File: src/rtl/isqrt_pkg.sv
// Shared types and elaboration helpers for the iterative square-root unit.
// State encoding plus width/cycle arithmetic derived from the parameters.
package isqrt_pkg;

  typedef enum logic [1:0] {
    IDLE = 2'd0,
    RUN  = 2'd1,
    DONE = 2'd2
  } state_e;

  function automatic int out_width(int in_w, int frac);
    return in_w / 2 + frac;
  endfunction

  function automatic int cycles(int ow, int steps);
    return ow / steps;
  endfunction

  function automatic bit cfg_ok(int in_w, int frac, int steps);
    return (in_w % 2 == 0) && (steps > 0) &&
           (out_width(in_w, frac) % steps == 0);
  endfunction

endpackage

File: src/rtl/isqrt_digit_step.sv
// One restoring square-root digit: folds two radicand bits into rem,
// resolves one root bit.
module isqrt_digit_step #(
  parameter int OW = 16
) (
  input  logic [OW+1:0] rem_i,
  input  logic [OW-1:0] root_i,
  input  logic [1:0]    bits_i,
  output logic [OW+1:0] rem_o,
  output logic [OW-1:0] root_o
);

  logic [OW+1:0] r2;
  logic [OW+1:0] trial;
  logic          ge;
  logic          unused_hi;

  // rem < 2^OW and root < 2^(OW-1) before every step, so the
  // dropped top bits are always zero.
  assign unused_hi = ^{rem_i[OW+1:OW], root_i[OW-1]};

  assign r2     = {rem_i[OW-1:0], bits_i};
  assign trial  = {root_i, 2'b01};
  assign ge     = (r2 >= trial);
  assign rem_o  = ge ? (r2 - trial) : r2;
  assign root_o = {root_i[OW-2:0], ge};

endmodule

File: src/rtl/isqrt_pipe_ctrl.sv
// Iterative integer/fixed-point square root, valid/ready on both sides,
// STEPS_PER_CYCLE digits per clock with optional round-to-nearest.
module isqrt_pipe_ctrl
  import isqrt_pkg::*;
#(
  parameter  int IN_WIDTH        = 32,
  parameter  int FRAC_BITS       = 0,
  parameter  int STEPS_PER_CYCLE = 1,
  parameter  int ROUND_NEAREST   = 0,
  parameter  int TAG_W           = 4,
  localparam int OUT_WIDTH       = out_width(IN_WIDTH, FRAC_BITS)
) (
  input  logic                 clk,
  input  logic                 rst_n,
  input  logic                 flush,
  input  logic                 in_valid,
  output logic                 in_ready,
  input  logic [IN_WIDTH-1:0]  in_data,
  input  logic [TAG_W-1:0]     in_tag,
  output logic                 out_valid,
  input  logic                 out_ready,
  output logic [OUT_WIDTH-1:0] out_root,
  output logic [OUT_WIDTH:0]   out_rem,
  output logic                 out_neg,
  output logic [TAG_W-1:0]     out_tag
);

  localparam int OW  = OUT_WIDTH;
  localparam int S   = STEPS_PER_CYCLE;
  localparam int RW  = 2 * OW;
  localparam int CYC = cycles(OW, S);
  localparam int CW  = $clog2(CYC + 1);

  if (!cfg_ok(IN_WIDTH, FRAC_BITS, STEPS_PER_CYCLE)) begin : g_bad_cfg
    $error("isqrt_pipe_ctrl: IN_WIDTH odd or STEPS_PER_CYCLE bad");
  end

  state_e          state_q;
  logic [RW-1:0]   rad_q;
  logic [OW+1:0]   rem_q;
  logic [OW-1:0]   root_q;
  logic [CW-1:0]   cnt_q;
  logic [TAG_W-1:0] tag_q;
  logic            out_valid_q;
  logic [OW-1:0]   out_root_q;
  logic [OW:0]     out_rem_q;
  logic            out_neg_q;
  logic [TAG_W-1:0] out_tag_q;

  logic [OW+1:0] rem_c  [0:S];
  logic [OW-1:0] root_c [0:S];
  logic          rnd_up;
  logic [OW-1:0] root_d;
  logic          unused_rem;

  assign rem_c[0]  = rem_q;
  assign root_c[0] = root_q;

  for (genvar g = 0; g < S; g++) begin : g_step
    isqrt_digit_step #(
      .OW(OW)
    ) u_step (
      .rem_i (rem_c[g]),
      .root_i(root_c[g]),
      .bits_i(rad_q[RW-1-2*g -: 2]),
      .rem_o (rem_c[g+1]),
      .root_o(root_c[g+1])
    );
  end

  // Final rem <= 2*root, so its top bit is always clear.
  assign unused_rem = rem_c[S][OW+1];

  assign rnd_up = (ROUND_NEAREST != 0) &&
                  (rem_c[S] > {2'b00, root_c[S]}) &&
                  !(&root_c[S]);
  assign root_d = root_c[S] + OW'(rnd_up);

  always_ff @(posedge clk or negedge rst_n) begin
    if (!rst_n) begin
      state_q     <= IDLE;
      rad_q       <= '0;
      rem_q       <= '0;
      root_q      <= '0;
      cnt_q       <= '0;
      tag_q       <= '0;
      out_valid_q <= 1'b0;
      out_root_q  <= '0;
      out_rem_q   <= '0;
      out_neg_q   <= 1'b0;
      out_tag_q   <= '0;
    end else if (flush) begin
      state_q     <= IDLE;
      out_valid_q <= 1'b0;
    end else begin
      unique case (state_q)
        IDLE: begin
          if (in_valid) begin
            tag_q <= in_tag;
            if (in_data[IN_WIDTH-1]) begin
              state_q     <= DONE;
              out_valid_q <= 1'b1;
              out_neg_q   <= 1'b1;
              out_root_q  <= '0;
              out_rem_q   <= '0;
              out_tag_q   <= in_tag;
            end else begin
              state_q   <= RUN;
              rad_q     <= RW'(in_data) << (2 * FRAC_BITS);
              rem_q     <= '0;
              root_q    <= '0;
              cnt_q     <= CW'(CYC);
              out_neg_q <= 1'b0;
            end
          end
        end
        RUN: begin
          rad_q  <= rad_q << (2 * S);
          rem_q  <= rem_c[S];
          root_q <= root_c[S];
          cnt_q  <= cnt_q - CW'(1);
          if (cnt_q == CW'(1)) begin
            state_q     <= DONE;
            out_valid_q <= 1'b1;
            out_root_q  <= root_d;
            out_rem_q   <= rem_c[S][OW:0];
            out_tag_q   <= tag_q;
          end
        end
        DONE: begin
          if (out_ready) begin
            state_q     <= IDLE;
            out_valid_q <= 1'b0;
          end
        end
        default: begin
          state_q     <= IDLE;
          out_valid_q <= 1'b0;
        end
      endcase
    end
  end

  assign in_ready  = (state_q == IDLE);
  assign out_valid = out_valid_q;
  assign out_root  = out_root_q;
  assign out_rem   = out_rem_q;
  assign out_neg   = out_neg_q;
  assign out_tag   = out_tag_q;

endmodule
File: config.mk
export PLATFORM = sky130hd
export DESIGN_NAME = isqrt_pipe_ctrl
export DESIGN_NICKNAME = d
export VERILOG_FILES = /design/src/rtl/isqrt_pkg.sv /design/src/rtl/isqrt_digit_step.sv /design/src/rtl/isqrt_pipe_ctrl.sv
export SDC_FILE = /design/constraint.sdc
export NUM_CORES = 1
export LEC_CHECK = 0
export ABC_AREA = 1
export CAP_MARGIN = 20
export CELL_PAD_IN_SITES_DETAIL_PLACEMENT = 1
export CELL_PAD_IN_SITES_GLOBAL_PLACEMENT = 1
export CORE_MARGIN = 2
export CORE_UTILIZATION = 37
export DETAILED_ROUTE_END_ITERATION = 16
export PLACE_DENSITY = 0.73
export RECOVER_POWER = 100
export SYNTH_ARGS = -nofsm -noshare
export SYNTH_HDL_FRONTEND = slang
export SYNTH_SLANG_ARGS = --single-unit
File: constraint.sdc
create_clock -name clk -period 1.87 [get_ports clk]
set_clock_uncertainty 0.1 [all_clocks]
set_input_delay 0.561 -clock clk [delete_from_list [all_inputs] [get_ports clk]]
set_output_delay 0.561 -clock clk [all_outputs]
set_load 0.1 [all_outputs]
# After elaboration in Yosys (flattened, before gate mapping)
# Index checks and enable logic that the tools add are counted.
[totals] register_bits=114 output_inout_bits=40 word_cells=71
[op_classes] addsub=2 order_cmp=1 n_eq_ne=11 n_mux=38 bitwise=1 n_reduce_logical=7
[op_table] op="2-to-1 mux 16 bit" n=7
[op_table] op="one-hot mux 16 bit (2 select lines)" n=3
[op_table] op="2-to-1 mux 17 bit" n=4
[op_table] op="2-to-1 mux 32 bit" n=2
[op_table] op="one-hot mux 32 bit (2 select lines)" n=1
[op_table] op="one-hot mux 17 bit (2 select lines)" n=1
[op_table] op="greater-or-equal comparator 18 bit" n=1
[op_table] op="subtractor 17 bit" n=1
[op_table] op="2-to-1 mux 4 bit" n=3
[op_table] op="2-to-1 mux 2 bit" n=5
[op_table] op="2-to-1 mux 5 bit" n=2
[op_table] op="one-hot mux 5 bit (2 select lines)" n=1
[op_table] op="!= test 3 bit, second input constant" n=3
[op_table] op="one-hot mux 4 bit (2 select lines)" n=1
[op_table] op="AND reduction 4 bit" n=2
[op_table] op="2-to-1 mux 1 bit" n=6
[op_table] op="!= test 2 bit, second input constant" n=3
[op_table] op="one-hot mux 2 bit (3 select lines)" n=1
[op_table] op="AND reduction 3 bit" n=2
[op_table] op="== test 5 x 1 -> 1 bit, second input constant" n=1
[op_table] op="AND reduction 5 bit" n=1
[op_table] op="subtractor 5 x 1 -> 5 bit, second input constant" n=1
[op_table] op="!= test 3 x 2 -> 1 bit, second input constant" n=1
[op_table] op="one-hot mux 1 bit (3 select lines)" n=1
[op_table] op="6 further kinds" n=6

# Depth between registers and ports, before layout
# Gate-level depths: netlist (run 1).
[depth] ltp_word=4 mapped_depth=15

# By module
# Synthesis (run 1) repeated with hierarchy kept, for this count alone.
[hier_totals] hier_cells=883 hier_area_um2=6462.4
[by_module_without_submodules] mod="isqrt_pipe_ctrl" instances=1 cells_per_inst=592 area_each_um2=5012.3 seq_area_each_um2=2902.8
[by_module_without_submodules] mod="isqrt_digit_step" instances=1 cells_per_inst=291 area_each_um2=1450.1 seq_area_each_um2=0.0

# Worst setup path after synthesis (run 1)
# No wires, ideal clock.
[synth_path] path_kind="register to register" from="reg root_q[7]" to="reg out_rem_q[8], in the netlist out_rem[8]" setup_ps=120 arrival_ps=1714 required_ps=1650 setup_slack_ps=-64 path_stages_with_launch=15 period_less_slack_ps=1934 path_cell_list="dfrtp_1 -> inv_1 -> ha_1 -> nand2_2 -> inv_2 -> nand2_1 -> nand2_1 -> inv_2 -> nand3_2 -> nand2_2 -> nand2_2 -> buf_6 -> or2_1 -> nand3_1 -> nand2_1"
[synth_between] elab_chain_len=4
[synth_lines] item="from (decl)" line="isqrt_pipe_ctrl.sv:41" source="logic [OW-1:0] root_q;"
[synth_lines] item="from (signal assigned)" line="isqrt_pipe_ctrl.sv:120" source="root_q <= root_c[S];"
[synth_lines] item="greater-or-equal comparator 18 bit" line="isqrt_digit_step.sv:24" source="assign ge = (r2 >= trial);"
[synth_lines] item="2-to-1 mux 17 bit" line="isqrt_digit_step.sv:25" source="assign rem_o = ge ? (r2 - trial) : r2;"
[synth_lines] item="2-to-1 mux 17 bit" line="isqrt_pipe_ctrl.sv:122" source="if (cnt_q == CW'(1)) begin"
[synth_lines] item="one-hot mux 17 bit (2 select lines)" line="isqrt_pipe_ctrl.sv:96" source="unique case (state_q)"
[synth_lines] item="to (signal assigned)" line="isqrt_pipe_ctrl.sv:126" source="out_rem_q <= rem_c[S][OW:0];"
[synth_lines] item="to (decl)" line="isqrt_pipe_ctrl.sv:46" source="logic [OW:0] out_rem_q;"
# No other way between the ends. The select of a mux whose other input is x is not followed.
# A chain may end at the register's enable or synchronous reset.

# Worst setup path after layout (run 1)
[layout_path] from="reg root_q[2]" to="reg out_rem_q[5], in the netlist out_rem[5]"
[layout_between] elab_chain_len=4 word_cells_on_any_way=5 classes_between="add/sub: 1; order compare: 1; mux: 3"
[layout_lines] item="subtractor 17 bit or greater-or-equal comparator 18 bit (tied branches)" line="isqrt_digit_step.sv:25, isqrt_digit_step.sv:24"
[layout_lines] item="2-to-1 mux 17 bit *" line="isqrt_digit_step.sv:25"
[layout_lines] item="2-to-1 mux 17 bit *" line="isqrt_pipe_ctrl.sv:122"
[layout_lines] item="one-hot mux 17 bit (2 select lines) *" line="isqrt_pipe_ctrl.sv:96"
# Mark *: on every way between the ends. The rest lies on a longest branch, timed or not. The select of a mux whose other input is x is not followed.

==> results of run 1 <==
## placed cells by master (no fill, tap or decap), drive strengths merged
master and count:
a21oi 15, a221oi 6, a31oi 4, buf 154, bufinv 1, clkbuf 49, clkdlybuf4s50 38, clkinv 6
clkinvlp 4, dfrtp 114, dlygate4sd3 2, ha 20, inv 113, mux2 4, nand2 226, nand3 57
nand3b 11, nand4 23, nor2 38, nor3 4, o211ai 22, o21a 2, o21ai 53, o22ai 2
o311ai 1, o31ai 15, or2 2, xnor2 7, xor2 1
## cell usage after synthesis
| cell type | instances |
|---|---|
| clkbuf_1 | 10 |
| nand3b_1 | 11 |
| xor2_1 | 1 |
| nand2_2 | 9 |
| o21a_1 | 2 |
| mux2_2 | 4 |
| dfrtp_1 | 114 |
| ha_1 | 20 |
| buf_4 | 2 |
| o22ai_1 | 2 |
| nand2_1 | 217 |
| o21ai_1 | 4 |
| buf_2 | 18 |
| o311ai_0 | 1 |
| buf_1 | 4 |
| inv_1 | 103 |
| o211ai_1 | 22 |
| buf_6 | 1 |
| or2_2 | 1 |
| nand3_1 | 55 |
| nand3_2 | 2 |
| a221oi_1 | 6 |
| xnor2_1 | 7 |
| inv_2 | 7 |
| or2_1 | 1 |
| o31ai_1 | 15 |
| o21ai_0 | 49 |
| nor2_2 | 3 |
| nand4_1 | 23 |
| nor2_4 | 2 |
| nor3_1 | 4 |
| a31oi_1 | 4 |
| nor2_1 | 33 |
| a21oi_1 | 15 |
## final cells by class
class / count / area (µm²)
Inverter: 110 / 427.9
Sequential cell: 114 / 2858
Clock buffer: 18 / 439.2
Tap cell: 220 / 275.3
Timing Repair Buffer: 225 / 1964
Multi-Input combinational cell: 513 / 3353
Fill cell: 1915 / 6899
Clock inverter: 14 / 131.4
## logic make-up after synthesis
kind of cell	synth area share [%]
and+or+nand+nor	25.98
DFF	46.60
buffers and inverters	9.503
AOI/OAI and AO/OA	11.96
muxes	0.7357
xor gates and xnor gates	1.145
adders and majority gates	4.087
## state kept, by name, summed over array words and instances (netlist names)
signal / flops
out_valid: 1
out_rem: 17
out_tag: 4
rad_q: 32
cnt_q: 5
root_q: 16
out_root: 16
state_q: 2
tag_q: 4
rem_q: 16
out_neg: 1
## layer usage
layer	wire (µm)	up-vias
met4	790	0
met1	10010	3190
met2	13070	169
met3	897	50
li1	-	2953
met5	0	-
## worst max-delay path, cell delays in order (launching register included)
cell     delay, ns
dfrtp_1       0.39
inv_2         0.12
ha_4          0.23
nand2_4       0.11
inv_1         0.07
nand2_2       0.08
nand2_2       0.05
nand2_2       0.09
nand3_4       0.09
nand2_4       0.11
nand2_4       0.11
buf_6         0.15
nand2_1       0.10
nand4_1       0.14
nand2_1       0.10
## per-stage QoR
step,area (µm²),setup WS [ns],TNS [ns]
after detailed placement,8518,-0.3530,-30.55
after global placement,8518,-0.2477,-21.55
after global routing,9449,-0.3416,-17.30
final,9449,-0.2646,-12.94
after CTS,9587,-0.1399,-3.402
after floorplan,6295,0.001719,0
## worst min-delay path by stage
stage / start / to / depth (start not counted)
finish: out_rem[16]$_DFFE_PN0P_ / out_rem[16]$_DFFE_PN0P_ / 2
floorplan: rst_n / cnt_q[0]$_DFFE_PN0P_ / 0
global placement: rst_n / out_root[10]$_DFFE_PN0P_ / 1
detailed placement: rst_n / out_root[10]$_DFFE_PN0P_ / 1
CTS: tag_q[3]$_DFFE_PN0P_ / tag_q[3]$_DFFE_PN0P_ / 1
global route: out_rem[16]$_DFFE_PN0P_ / out_rem[16]$_DFFE_PN0P_ / 2
## timing repair
item | in CTS | in global routing
cloned | 0 | 6
endpoints found under the hold margin | 15 | 0
pin swaps | 13 | 10
endpoints found under the setup margin | 38 | 93
buffers inserted | 22 | 9
resized for setup | 96 | 61
hold buffers | 1 | 0
==> flow_metrics.env, run 1 <==
export IMPL_via_per_inst=5.241
export IMPL_synth_cell_types=34
export IMPL_synth_avg_cell_area_um2=7.930
export IMPL_endpoint="out_rem[5]$_DFFE_PN0P_"
export IMPL_fmax_mhz=468.5
export IMPL_status="finished, violations left"
export IMPL_overflow=0
export IMPL_setup_ws_ns=-0.2646
export IMPL_worst_pin_slew_ns=0.5532
export IMPL_ys_ff_latch=114
export IMPL_period_needed_ns=2.135
export IMPL_port_buffers=80
export IMPL_cts_tree="yes"
export IMPL_synth_cell_area_mm2=0.006122
export IMPL_grt_max_degree=52
export IMPL_post_drt_wl_per_cell_um=20.40
export IMPL_die_area_mm2=0.01759
export IMPL_clkTransAtPathRegs_ns=0.06
export IMPL_r2r_start="root_q[2]$_DFFE_PN0P_"
export IMPL_numCtsBuffers=17
export IMPL_drtPass1Iterations=5
export IMPL_ios=81
export IMPL_grt_met3_usage_pct=5.019
export IMPL_htreeDepth=4
export IMPL_yosysTopAreaCell="dfrtp_1"
export IMPL_utilization_pct=57.80
export IMPL_start_util_pct=37.45
export IMPL_placedCellCount=1145
export IMPL_arrival_ns=2.39
export IMPL_vias=6362
export IMPL_drt_total_wl_mm=24.76
export IMPL_hold_violations=0
export IMPL_setup_viol=104
export IMPL_yosysSeqAreaShare_pct=46.60
export IMPL_antenna_found_initial=0
export IMPL_use_met1_pct=29.93
export IMPL_ant_nets=0
export IMPL_maxSlewHeadroom_pct=62.65
export IMPL_worst_setup_path_type="reg -> reg"
export IMPL_grt_pass1_vias=6952
export IMPL_holdWs_ns=0.3887
export IMPL_clk_path_buf_depth=2
export IMPL_clk_latency_ns=0.43
export IMPL_r2r_end="out_rem[5]$_DFFE_PN0P_"
export IMPL_drive_above_1_share_pct=37.63
export IMPL_syn_nets=833
export IMPL_grt_first_pass_wirelength_mm=35.68
export IMPL_maxSlewViolCount=0
export IMPL_final_cells=1214
export IMPL_route_detailed_drc=0
export IMPL_gp_congestion=0.8511
export IMPL_reg2reg_slack_ns=-0.26
export IMPL_startpoint="root_q[2]$_DFFE_PN0P_"
export IMPL_synthToLayoutAreaGrowth_pct=54.34
export IMPL_ys_warn_count=0
export IMPL_startpoint_type="register"
export IMPL_endpoint_kind="register"
export IMPL_cts_sinks=114
export IMPL_top_usage_layer="met2"
export IMPL_period_share_pct=114.1
export IMPL_netlist_instances=772
export IMPL_use_met2_pct=47.50
export IMPL_synth_area_top_cells="dfrtp_1 (47%), nand2_1 (13%), inv_1 (6.3%)"
export IMPL_maxCapViolCount=0
export IMPL_core_area_mm2=0.01635
export IMPL_cp_required_ns=2.13
export IMPL_drt_iter0_drc=303
export IMPL_cp_max_fo=8
export IMPL_failed_checks="setup timing"
export IMPL_hold_class="reg -> reg"
export IMPL_cts_root_buf="clkbuf_16"
export IMPL_num_rows=47
export IMPL_synth_top_area_share_pct=46.60
export IMPL_track_usage_pct=25.80
export IMPL_die_w_um=132.6
export IMPL_nets=1042
export IMPL_reg2regPathDepth=14
export IMPL_antennaDiodeCount=0
export IMPL_rsz0062_at_grt="true"
export IMPL_hpwl_mm=15.40
export IMPL_die_h_um=132.6
Power of run 1 is not shown: default switching activity piles up to over one toggle a cycle in this logic, so the estimate is an artifact.
==> run 2: changes to the inputs <==
--- a/config.mk
+++ b/config.mk
@@ -9,6 +9,7 @@
 export CAP_MARGIN = 20
 export CELL_PAD_IN_SITES_DETAIL_PLACEMENT = 1
 export CELL_PAD_IN_SITES_GLOBAL_PLACEMENT = 1
+export CORE_ASPECT_RATIO = 1.25
 export CORE_MARGIN = 2
 export CORE_UTILIZATION = 37
 export DETAILED_ROUTE_END_ITERATION = 16
==> run 2 against run 1 <==
Worst hold slack got worse by 0.23 ns. Non-clock buffer count increased by 2. The flow still finishes with violations (setup timing). Fmax increased by 2.1%. Critical endpoint is now rem_q[0]$_DFFE_PN0P_. Critical path depth unchanged. Via count decreased by 1.9%. Worst setup slack improved by 0.044 ns. Final area decreased by 1.2%. Die area about the same. Clock-buffer cell count increased by 4.
==> flow_metrics.env, run 2 (synthesized netlist as in run 1, its figures left out) <==
export IMPL_status="finished, violations left"
export IMPL_failed_checks="setup timing"
export IMPL_num_rows=52
export IMPL_drive_above_1_share_pct=35.38
export IMPL_drt_total_wl_mm=22.66
export IMPL_hold_class="in -> async"
export IMPL_reg2reg_slack_ns=-0.22
export IMPL_drt_iter0_drc=294
export IMPL_period_needed_ns=2.091
export IMPL_cp_max_fo=8
export IMPL_r2r_end="rem_q[0]$_DFFE_PN0P_"
export IMPL_via_per_inst=5.165
export IMPL_tns_ns=-7.372
export IMPL_endpoint="rem_q[0]$_DFFE_PN0P_"
export IMPL_fill_cells=1854
export IMPL_period_share_pct=111.8
export IMPL_die_area_mm2=0.01760
export IMPL_setup_ws_ns=-0.2209
export IMPL_die_h_um=147.8
export IMPL_ant_nets=0
export IMPL_worst_pin_slew_ns=0.9014
export IMPL_start_util_pct=37.79
export IMPL_nets=1044
export IMPL_arrival_ns=2.34
export IMPL_startpoint="root_q[7]$_DFFE_PN0P_"
export IMPL_maxSlewHeadroom_pct=39.91
export IMPL_track_usage_pct=25.37
export IMPL_critPathMaxStageDelay_ns=0.40
export IMPL_worst_setup_path_type="reg -> reg"
export IMPL_path_depth=14
export IMPL_ios=81
export IMPL_cts_root_buf="clkbuf_16"
export IMPL_reg2regPathDepth=14
export IMPL_grt_first_pass_wirelength_mm=35.07
export IMPL_vias=6239
export IMPL_maxSlewViolCount=0
export IMPL_die_w_um=119.1
export IMPL_cts_tree="yes"
export IMPL_r2r_start="root_q[7]$_DFFE_PN0P_"
export IMPL_register_area_mm2=0.002858
export IMPL_cp_required_ns=2.12
export IMPL_cts_sinks=114
export IMPL_core_area_mm2=0.01620
export IMPL_cp_buffers_inverters=3
export IMPL_clk_latency_ns=0.42
export IMPL_final_area_mm2=0.009339
export IMPL_synthToLayoutAreaGrowth_pct=52.54
export IMPL_antenna_found_initial=0
export IMPL_final_cell_mix="nand2_1 (188), buf_4 (134), dfrtp_1 (110), inv_1 (81), nand3_1 (45)"
export IMPL_endpoint_kind="register"
export IMPL_antennaDiodeCount=0
export IMPL_postCtsHoldBufs=0
export IMPL_setup_viol=77
export IMPL_rsz0062_at_grt="true"
export IMPL_post_drt_wl_per_cell_um=18.76
export IMPL_clkTransAtPathRegs_ns=0.05
export IMPL_numCtsBuffers=17
export IMPL_top_register="rad_q"
export IMPL_fmax_mhz=478.3
export IMPL_placedCellCount=1147
export IMPL_gp_congestion=0.8622
export IMPL_critPathSlowestCell="dfrtp_1"
export IMPL_htreeDepth=4
export IMPL_postPlaceCellArea_mm2=0.008596
export IMPL_largest_register_ffs=32
export IMPL_multi_input_area_mm2=0.003252
export IMPL_hold_violations=0
export IMPL_drtPass1Iterations=4
export IMPL_grt_pass1_vias=6960
export IMPL_clk_path_buf_depth=2
export IMPL_final_cells=1208
export IMPL_route_detailed_drc=0
export IMPL_grt_max_degree=44
export IMPL_final_common_cell="nand2_1"
export IMPL_path_delay_family="simple AND/OR/NAND/NOR gates"
export IMPL_port_buffers=80
export IMPL_overflow=0
export IMPL_startpoint_type="register"
export IMPL_maxCapViolCount=0
export IMPL_hpwl_mm=15.48
export IMPL_cp_cell_sequence="inv_2, ha_4, nand2_4, inv_4, nand2_4, nor2_4, nand3_2, nand2_2, nor2_4, nand2_8, buf_6, nand2_1, nand4_1, nand2_1"
run 2: cell count changes in the layout (fill, tap and decap cells not counted), moves of 4 or more:
cell / before / now
a21oi_2: 9 / 5
buf_4: 138 / 134
buf_6: 8 / 3
clkbuf_4: 25 / 33
clkinv_4: 4 / 0
nand2_1: 181 / 188
nand2_2: 36 / 29
o21ai_0: 44 / 38
o21ai_1: 7 / 14
o31ai_1: 0 / 5
o31ai_2: 11 / 7
run 2: timing repair:
item / 4_1_cts / 5_1_grt
pin swaps: 13 / 26
endpoints found under the setup margin: 36 / 92
resized for setup: 71 / 64
buffers inserted: 16 / 14
cloned: 0 / 3
run 2: how the worst min path moves through the flow:
stage                     startpoint                  endpoint  slack, ns  cells after the start
2_1_floorplan                  rst_n      cnt_q[0]$_DFFE_PN0P_       0.17                      0
3_3_place_gp    cnt_q[4]$_DFFE_PN0P_      cnt_q[4]$_DFFE_PN0P_       0.37                      1
3_5_place_dp   rem_q[15]$_DFFE_PN0P_     rem_q[15]$_DFFE_PN0P_       0.39                      2
4_1_cts                        rst_n   out_root[9]$_DFFE_PN0P_       0.02                      1
5_1_grt                        rst_n    root_q[11]$_DFFE_PN0P_       0.21                      1
6_report                       rst_n  out_root[10]$_DFFE_PN0P_       0.16                      1
run 2: area by class of cell:
class                      instances  share of cell area (%)
clock buffer                      22                   5.185
clock inverter                     6                  0.6163
inverter                         110                   4.542
multi-input combinational        513                   34.82
sequential                       114                   30.60
tap                              216                   2.894
timing repair buffer             227                   21.34
run 2: routing by layer:
| layer | GRT usage [%] | share of wire (%) | vias up | wire length (µm) |
|---|---|---|---|---|
| li1 | - | - | 2948 | - |
| met1 | 27.13 | 37 | 3091 | 8312 |
| met2 | 48.10 | 56 | 144 | 12780 |
| met3 | 4.977 | 2.9 | 56 | 658 |
| met4 | 10.83 | 4.0 | 0 | 904 |
| met5 | 0 | 0 | - | 0 |
run 2: per-stage QoR:
| stage | utilization (%) | hold WS (ns) | setup slack, ns |
|---|---|---|---|
| 5_1_grt | 57.65 | 0.2129 | -0.3452 |
| 2_1_floorplan | - | 0.1654 | 0.001719 |
| 4_1_cts | 58.70 | 0.02020 | -0.1538 |
| 6_report | 57.65 | 0.1626 | -0.2209 |
| 3_5_place_dp | 53.06 | 0.3892 | -0.3758 |
| 3_3_place_gp | 53.06 | 0.3676 | -0.2750 |
Power of run 2 is left out for the same reason.
==> run 3: changes to the inputs <==
--- a/config.mk
+++ b/config.mk
@@ -11,9 +11,9 @@
 export CELL_PAD_IN_SITES_GLOBAL_PLACEMENT = 1
 export CORE_ASPECT_RATIO = 1.25
 export CORE_MARGIN = 2
-export CORE_UTILIZATION = 37
+export CORE_UTILIZATION = 44
 export DETAILED_ROUTE_END_ITERATION = 16
-export PLACE_DENSITY = 0.73
+export PLACE_DENSITY = 0.82
 export RECOVER_POWER = 100
 export SYNTH_ARGS = -nofsm -noshare
 export SYNTH_HDL_FRONTEND = slang
==> constraint.sdc (replaced) <==
create_clock -name clk -period 2.55 [get_ports clk]
set_clock_uncertainty 0.1 [all_clocks]
set_input_delay 0.765 -clock clk [delete_from_list [all_inputs] [get_ports clk]]
set_output_delay 0.765 -clock clk [all_outputs]
set_load 0.1 [all_outputs]
==> run 3 against run 2 <==
The run now ends clean. Critical path type is now in -> reg. Core utilization decreased by 1.8 points. Non-clock buffer count decreased by 123. Worst hold slack improved by 0.21 ns. Sequential share of layout area increased by 6.7 points. First-iteration DRC count decreased by 20%.
==> flow_metrics.env, run 3 (synthesized netlist as in run 1, its figures left out) <==
export IMPL_ios=81
export IMPL_reg2regPathDepth=12
export IMPL_post_drt_wl_per_cell_um=19.15
export IMPL_grt_pass1_vias=6280
export IMPL_setup_viol=0
export IMPL_final_cell_mix="nand2_1 (219), dfrtp_1 (114), inv_1 (105), nand3_1 (55), o21ai_0 (52)"
export IMPL_cts_tree="yes"
export IMPL_hold_violations=0
export IMPL_port_buffers=80
export IMPL_largest_register_ffs=32
export IMPL_endpoint_kind="register"
export IMPL_vias=5743
export IMPL_drt_iter0_drc=236
export IMPL_top_register="rad_q"
export IMPL_track_usage_pct=28.71
export IMPL_maxSlewViolCount=0
export IMPL_cts_setup_buffers=0
export IMPL_overflow=0
export IMPL_drtPass1Iterations=4
export IMPL_postCtsHoldBufs=0
export IMPL_drive_above_1_share_pct=13.40
export IMPL_ant_nets=0
export IMPL_nets=921
export IMPL_worst_pin_slew_ns=0.9162
export IMPL_period_share_pct=93.71
export IMPL_antenna_found_initial=0
export IMPL_num_rows=48
export IMPL_die_h_um=135.9
export IMPL_antennaDiodeCount=0
export IMPL_cp_required_ns=2.77
export IMPL_clk_latency_ns=0.42
export IMPL_start_util_pct=44.71
export IMPL_tns_ns=0
export IMPL_via_per_inst=5.480
export IMPL_r2r_end="out_rem[6]$_DFFE_PN0P_"
export IMPL_drt_total_wl_mm=20.07
export IMPL_arrival_ns=2.61
export IMPL_startpoint_type="input port"
export IMPL_grt_first_pass_wirelength_mm=32.19
export IMPL_clkTransAtPathRegs_ns=0.05
export IMPL_hold_class="in -> async"
export IMPL_r2r_start="rem_q[7]$_DFFE_PN0P_"
export IMPL_reg2reg_slack_ns=0.19
export IMPL_htreeDepth=4
export IMPL_worst_setup_path_type="in -> reg"
export IMPL_route_detailed_drc=0
export IMPL_maxCapViolCount=0
export IMPL_cts_root_buf="clkbuf_16"
export IMPL_period_needed_ns=2.390
export IMPL_numCtsBuffers=17
export IMPL_cts_sinks=114
export IMPL_die_area_mm2=0.01488
export IMPL_maxSlewHeadroom_pct=38.92
export IMPL_grt_max_degree=86
export IMPL_synthToLayoutAreaGrowth_pct=24.99
export IMPL_status="complete, no violations"
export IMPL_clk_path_buf_depth=2
export IMPL_gp_congestion=0.9512
export IMPL_cp_max_fo=54
export IMPL_rsz0062_at_grt="false"
export IMPL_die_w_um=109.5
export IMPL_fmax_mhz=418.5
export IMPL_core_area_mm2=0.01369
export IMPL_hpwl_mm=13.60
export IMPL_cts_resized=0
export IMPL_final_common_cell="nand2_1"
[run 3: cell type report]
cell class	count	area (µm²)
sequential	114	2853
tap	175	219.0
multi-input combinational	513	2680
timing repair buffer	104	807.0
clock buffer	23	508.0
fill	1660	6041
clock inverter	9	172.7
inverter	110	412.9
[run 3: worst max-delay path by stage]
stage,start,end,slack (ns),depth (start not counted)
after floorplan,state_q[1]$_DFFE_PN0P_,in_ready,0.59,3
after global placement,in_valid,out_rem[16]$_DFFE_PN0P_,0.22,10
after detailed placement,in_valid,out_root[3]$_DFFE_PN0P_,0.17,8
after CTS,root_q[5]$_DFFE_PN0P_,out_rem[0]$_DFFE_PN0P_,0.20,12
after global routing,flush,rad_q[28]$_DFFE_PN0P_,0.02,9
final,flush,rad_q[31]$_DFFE_PN0P_,0.16,9
[run 3: per-layer routing]
| layer | up-vias | GRT usage [%] | share of wire, % |
|---|---|---|---|
| met4 | 0 | 13.99 | 4.2 |
| li1 | 2694 | - | - |
| met3 | 54 | 5.513 | 2.5 |
| met2 | 108 | 52.19 | 54 |
| met1 | 2887 | 31.45 | 39 |
| met5 | - | 0 | 0 |
[run 3: through the flow]
| stage | hold slack (ns) | instances | area, µm² | utilization (%) | setup WS, ns |
|---|---|---|---|---|---|
| finish | 0.3684 | 1048 | 7652 | 55.88 | 0.1604 |
| detailed placement | 0.3717 | 1016 | 7171 | 52.37 | 0.1661 |
| global placement | 0.3678 | 1016 | 7171 | 52.37 | 0.2235 |
| global route | 0.4139 | 1048 | 7652 | 55.88 | 0.01600 |
| CTS | 0.2233 | 1048 | 7851 | 57.34 | 0.2034 |
| floorplan | 0.3484 | 772 | 6122 | - | 0.5868 |
[run 3: critical path, stage by stage]
cell and delay (ns):
dlygate4sd3_1 0.56, nor2_1 0.15, nand2_1 0.15, clkinv_1 0.07, nand2_1 0.11, inv_2 0.09
buf_4 0.41, nand3_1 0.18, o21ai_0 0.14
Power of run 3 is left out for the same reason.
